**config.mk**
```make
export PLATFORM = sky130hd
export DESIGN_NAME = shift_arbiter
export DESIGN_NICKNAME = d
export VERILOG_FILES = /design/src/rtl/shift_arbiter.sv
export SDC_FILE = /design/constraint.sdc
export NUM_CORES = 1
export LEC_CHECK = 0
export ABC_AREA = 1
export CAP_MARGIN = 20
export CORE_MARGIN = 3
export CORE_UTILIZATION = 30
export CTS_CLUSTER_SIZE = 16
export DETAILED_ROUTE_END_ITERATION = 8
export HOLD_SLACK_MARGIN = 0.02
export PLACE_DENSITY = 0.57
export SETUP_SLACK_MARGIN = 0.1
export SLEW_MARGIN = 20
export SYNTH_ARGS = -nofsm -noshare
export SYNTH_HDL_FRONTEND = slang
export SYNTH_SLANG_ARGS = --single-unit
```
**constraint.sdc**
```tcl
create_clock -name clock -period 4.6 [get_ports clock]
set_input_delay 0.92 -clock clock [delete_from_list [all_inputs] [get_ports clock]]
set_output_delay 0.92 -clock clock [all_outputs]
set_load 0.01 [all_outputs]
```
**src/rtl/shift_arbiter.sv**
```systemverilog
// rtl/shift_arbiter.sv - two-requester arbiter sharing a single left barrel shifter for SLL/SRL/SRA/ROL

module left_barrel_shifter (
    input  logic [31:0] a,
    input  logic [4:0]  s,
    output logic [31:0] y
);
    logic [31:0] stage [6];

    always_comb begin
        stage[0] = a;
        for (int i = 0; i < 5; i++) begin
            stage[i+1] = s[i] ? (stage[i] << (1 << i)) : stage[i];
        end
        y = stage[5];
    end
endmodule

module shift_arbiter #(
    parameter int ROUND_ROBIN = 1
) (
    input  logic        clock,
    input  logic        reset,
    input  logic        req0_valid,
    output logic        req0_ready,
    input  logic [31:0] req0_data,
    input  logic [4:0]  req0_shamt,
    input  logic [1:0]  req0_op,
    input  logic        req1_valid,
    output logic        req1_ready,
    input  logic [31:0] req1_data,
    input  logic [4:0]  req1_shamt,
    input  logic [1:0]  req1_op,
    output logic        resp_valid,
    input  logic        resp_ready,
    output logic [31:0] resp_data,
    output logic        resp_id
);
    typedef enum logic {IDLE, ROT2} state_t;

    state_t      state, state_next;
    logic        prio;
    logic [31:0] temp;
    logic [31:0] lat_data;
    logic [4:0]  lat_shamt;
    logic        lat_id;

    logic        can_accept, win, accept, rol_two;
    logic [31:0] sel_data;
    logic [4:0]  sel_shamt;
    logic [1:0]  sel_op;
    logic [31:0] sh_a, sh_y, pass_result;
    logic [4:0]  sh_s;
    logic        rev, invert;

    function automatic logic [31:0] bitrev(input logic [31:0] x);
        logic [31:0] r;
        for (int i = 0; i < 32; i++) r[i] = x[31-i];
        return r;
    endfunction

    // prio names the requester that wins the next tie
    always_comb begin
        can_accept = reset && (state == IDLE) && (!resp_valid || resp_ready);
        if (req0_valid && req1_valid) win = (ROUND_ROBIN != 0) ? prio : 1'b0;
        else                          win = !req0_valid;
        req0_ready = can_accept && req0_valid && !win;
        req1_ready = can_accept && req1_valid && win;
        accept     = req0_ready || req1_ready;
        sel_data   = win ? req1_data  : req0_data;
        sel_shamt  = win ? req1_shamt : req0_shamt;
        sel_op     = win ? req1_op    : req0_op;
        rol_two    = (sel_op == 2'b11) && (sel_shamt != 5'd0);
    end

    // right shifts run through the left shifter on bit-reversed operands
    always_comb begin
        rev    = 1'b0;
        invert = 1'b0;
        sh_a   = sel_data;
        sh_s   = sel_shamt;
        if (state == ROT2) begin
            rev  = 1'b1;
            sh_a = bitrev(lat_data);
            sh_s = 5'd0 - lat_shamt;
        end else begin
            case (sel_op)
                2'b01: rev = 1'b1;
                2'b10: begin
                    rev    = 1'b1;
                    invert = sel_data[31];
                end
                default: rev = 1'b0;
            endcase
            if (rev) sh_a = bitrev(invert ? ~sel_data : sel_data);
        end
        pass_result = rev ? bitrev(sh_y) : sh_y;
        if (invert) pass_result = ~pass_result;
    end

    left_barrel_shifter u_shifter (
        .a (sh_a),
        .s (sh_s),
        .y (sh_y)
    );

    always_comb begin
        state_next = state;
        case (state)
            IDLE:    if (accept && rol_two) state_next = ROT2;
            ROT2:    state_next = IDLE;
            default: state_next = IDLE;
        endcase
    end

    always_ff @(posedge clock) begin
        if (!reset) begin
            state      <= IDLE;
            resp_valid <= 1'b0;
            resp_data  <= 32'd0;
            resp_id    <= 1'b0;
            temp       <= 32'd0;
            prio       <= 1'b0;
            lat_data   <= 32'd0;
            lat_shamt  <= 5'd0;
            lat_id     <= 1'b0;
        end else begin
            state <= state_next;
            if (accept) begin
                lat_data  <= sel_data;
                lat_shamt <= sel_shamt;
                lat_id    <= win;
                if (ROUND_ROBIN != 0) prio <= !win;
            end
            // acceptance implies the result register is free, so ROT2 never stalls
            if (state == ROT2) begin
                resp_valid <= 1'b1;
                resp_data  <= temp | pass_result;
                resp_id    <= lat_id;
            end else if (accept && rol_two) begin
                temp       <= pass_result;
                resp_valid <= 1'b0;
            end else if (accept) begin
                resp_valid <= 1'b1;
                resp_data  <= pass_result;
                resp_id    <= win;
            end else if (resp_ready) begin
                resp_valid <= 1'b0;
            end
        end
    end
endmodule

```
==> key figures <==
GRT
  • First-pass GRT wire length: around 53 mm
  • Initial antenna violation count: 0
  • Total routing usage reported by global routing: 0.206
  • Vias in the first global route: 9649
  • Total overflow reported by the global router: 0
  • Maximum number of pins on one net before global-route repair: 71

Pwr
  • Cell internal power dissipation: 2.06 mW
  • Combinational group share of total power: 0.485
  • Post-route total power: approximately 3.7 mW
  • Pleak: 4.92 nW
  • Total power per unit cell area: 351 nW/um^2
  • Worst supply voltage drop on vdd: 0.205 mV
  • Sequential cell fraction of total power: 0.290
  • Clk network pwr share: 0.226
  • Switching component of the power: 1.62 mW
  • Switch share: 0.440

Synthesis
  • Adder-Cell Fraction of Synth Area: 0.00427
  • Yosys cell types: 35
  • Post-synth top area cell: dfxtp_1
  • Most frequent cell after synthesis: nand2_1
  • Commonest cells post-synth: nand2_1, nand3_1, inv_1
  • Top post-synthesis cells by area: dfxtp_1, nand3_1, nand2_1
  • Synthesized flop and latch total: ~110
  • Most instantiated flip-flop cell in the synthesis netlist: dfxtp_1
  • Mux share of post-synthesis cell area: 0
  • Area share of the largest cell type after synthesis: 0.241
  • Post-synthesis instance area: 8790 um^2
  • Post-Syn Area per Cell: between 5 and 6 um^2
  • Gate Count Post-Synth: roughly 1500
  • Count of flip-flops with a built-in enable after synthesis: 0
  • XOR/XNOR Fraction of Synth Area: 0.00299
  • Combinational family with the most area after synthesis: simple AND/OR/NAND/NOR gates
  • Complex-gate fraction of the synthesized area: 0.150
  • Mapped Nets: 1602
  • Fraction of the yosys area taken by sequential cells: 0.241
  • Async set-or-reset flop fraction in the synthesized netlist: 0
  • Yosys synthesis warning count: 0
  • Post-synthesis simple-gate area fraction: 0.487

Worst setup path
  • Slowest cell on crit path: clkdlybuf4s50_1
  • Classification of the worst setup path: primary input to flop
  • Arrival time worst endpoint: roughly 4.4 ns
  • Reg-to-reg slack, setup: 1.15 ns
  • Reg2Reg Launch Point: prio
  • Number of buffer and inverter instances along the worst setup path: 6
  • Required time of the critical path: 4.86 ns
  • Critical path's largest stage delay: between 0.5 and 0.6 ns
  • Type of element capturing the critical path: flop
  • Reg-to-reg critical path endpoint: temp[28]
  • Cell type group with the largest total delay on the critical path: simple AND/OR/NAND/NOR gates
  • Startpoint type of the worst setup path: primary input
  • Cell-by-cell trace of the critical path: clkdlybuf4s50_1 > nand2_4 > nand2_4 > inv_2 > or2_2 > o21ai_0 > ha_1 > inv_2 > buf_12 > o21ai_0 > inv_1 > nand2_1 > nand3_1 > nand3_1 > nand3_1 > nand3_1 > nand3_1 > nand3_1 > nand2_1 > nand2_1 > nand2_1 > nand2_1 > nand2_1 > inv_1
  • Depth of the worst register-to-register path: 23
  • Maximum fanout count along the critical path: 21

Final layout
  • Layout cells sized above 1: 0.0741
  • Final antenna diode count: 0
  • Multi-input gate area: 5680 um^2
  • Area occupied by registers: between 2000 and 2500 um^2
  • Filler cell count in the final layout: 3162
  • Area growth from synthesis to layout: 19.4%
  • Post-Layout Cell Count: 1949
  • Number of nets in the final layout: between 1500 and 2000

Clock tree
  • Number of buffers between clock root and the deepest sink: 2
  • TritonCTS buffer count: 9
  • TritonCTS clock tree: yes
  • Number of hold-repair buffers added at the cts stage: 0
  • Maximum level of the CTS H-tree: 3
  • Number of clock sinks seen by CTS: about 110
  • Root buffer cell: clkbuf_16
  • Clock slew at reported path FFs: 0.08 ns
  • Clock latency on the worst-skew pair: 0.36 ns

Floorplanning
  • Number of placement rows: 62
  • Placeable core region: 28800 um^2
  • Height of the die: 177 um
  • I/O pin count: 119
  • Area enclosed by the die boundary: 31400 um^2
  • Initial core utilization: 0.305
  • Die extent in x: 177 um

Hold path
  • Hold crit path type: flop to flop
  • Start point of the worst min-delay path: lat_id
  • Hold Crit Endpoint: resp_id
  • Number of stages on the worst hold path: 2

Detailed routing
  • Drt first pass iters: 6
  • Drt via density: approximately 5.3
  • Antenna Nets Post-Route: 0
  • Avg WL per Cell: 16.5 um
  • Detailed-route DRC error count: 0
  • Detailed router's first-iteration violation count: 983
  • Routed wire length: 32.2 mm
  • Vias post-DR: 10300

STA
  • Final sum of negative setup slack: 0 ns
  • Part of the cycle the worst path needs: 0.904
  • Final worst clock skew: approximately 0.012 ns
  • Min Clock Period, post-route: roughly 4.2 ns
  • Pin slew with the least headroom to its limit: roughly 1.0 ns
  • Worst slew slack as a fraction of its limit: 0.313
  • Finish-stage setup viols: 0
  • Final Max Slew Viols: 0
  • Total count of hold-check failures in the final report: 0
  • RSZ-0062 raised after global routing: false
  • Max Fclk: 240 MHz

Placed design
  • Placed wire-length estimate after detailed placement: between 20 and 25 mm
  • Placer congestion estimate: slightly below 0.9
  • Post-placement cell count: 1932
  • IO Port Bufs: between 100 and 150

Job
  • Max-cap check violation count: 0

Status
  • Status: finished, final reports clean
[power by group through the flow]
stage | registers (mW) | clock network [mW] | logic (mW)
floorplan | 1.09 | 0 | 1.21
global placement | 1.09 | 0 | 1.75
detailed placement | 1.09 | 0 | 1.76
CTS | 1.07 | 0.847 | 1.76
global route | 1.08 | 0.881 | 2.01
finish | 1.07 | 0.830 | 1.78
[cells by family after synthesis]
kind of cell / count (synthesis)
simple gates: 951
buf+inv: 236
compound gates: 217
flops: 106
xor+xnor: 3
fa+ha+maj: 3
[worst register-to-register path: cells and delay by family (launching register included)]
family          cells  cell delay [ns]
compound gates      2             0.24
buf+inv             5             0.58
simple gates       15             1.85
flops               1             0.38
fa+ha+maj           1             0.31
[layout make-up]
type                    instances  share of cell area
flip-flops and latches        106               0.202
inverters                     122              0.0437
repair buffers                147               0.138
multi-input cells            1174               0.541
clock buffers                   9              0.0215
well taps                     384              0.0458
clock inverters                 7             0.00740
[per-layer routing]
layer  share of wire  track usage
met1            0.47        0.289
met2            0.47        0.339
met3           0.046       0.0232
met4           0.016       0.0465
met5               0            0
[registers in the layout (all words and copies together), names as in the netlist]
register / flops
resp_valid: 1
resp_data: 32
lat_shamt: 5
state: 1
temp: 32
lat_id: 1
lat_data: 32
resp_id: 1
prio: 1
[how the worst max path moves through the flow]
stage / start / to / slack [ns] / cells past startpoint
detailed placement: req1_valid / temp[28] / 0.03 / 24
CTS: req1_valid / temp[28] / 0.40 / 24
global route: req1_valid / temp[5] / 0.12 / 24
floorplan: req0_valid / temp[3] / 0.91 / 25
global placement: req1_valid / resp_data[18] / 0.09 / 21
finish: req1_valid / temp[28] / 0.44 / 24
[repair_timing]
| action | in CTS | in global routing |
|---|---|---|
| endpoints found under the setup margin | 0 | 3 |
| setup buffers | 0 | 0 |
| resized for setup | 0 | 1 |
[through the flow]
stage          utilization  cell area, um^2  hold slack, ns  setup slack (ns)
4_1_cts              0.364            10500           0.491             0.403
3_3_place_gp         0.353            10200           0.465            0.0905
3_5_place_dp         0.353            10200           0.481            0.0307
5_1_grt              0.364            10500           0.511             0.121
2_1_floorplan            -             8790           0.448             0.911
6_report             0.364            10500           0.487             0.441
[layout by cell type, fill, tap and decap left out, drive strengths merged]
master and count:
xnor2 1, nand2 457, clkbuf 10, nand3 424
o41ai 1, o21bai 6, a31oi 2, buf 29
o21a 26, clkinv 5, bufinv 1, nand4 12
inv 123, o21ai 76, o31ai 1, nor2 19
a22oi 32, nand3b 6, ha 3, o211ai 1
or2 32, dfxtp 106, xor2 2, clkdlybuf4s50 117
a21oi 72, nor3 1
Power figures use the tool's default switching activity.
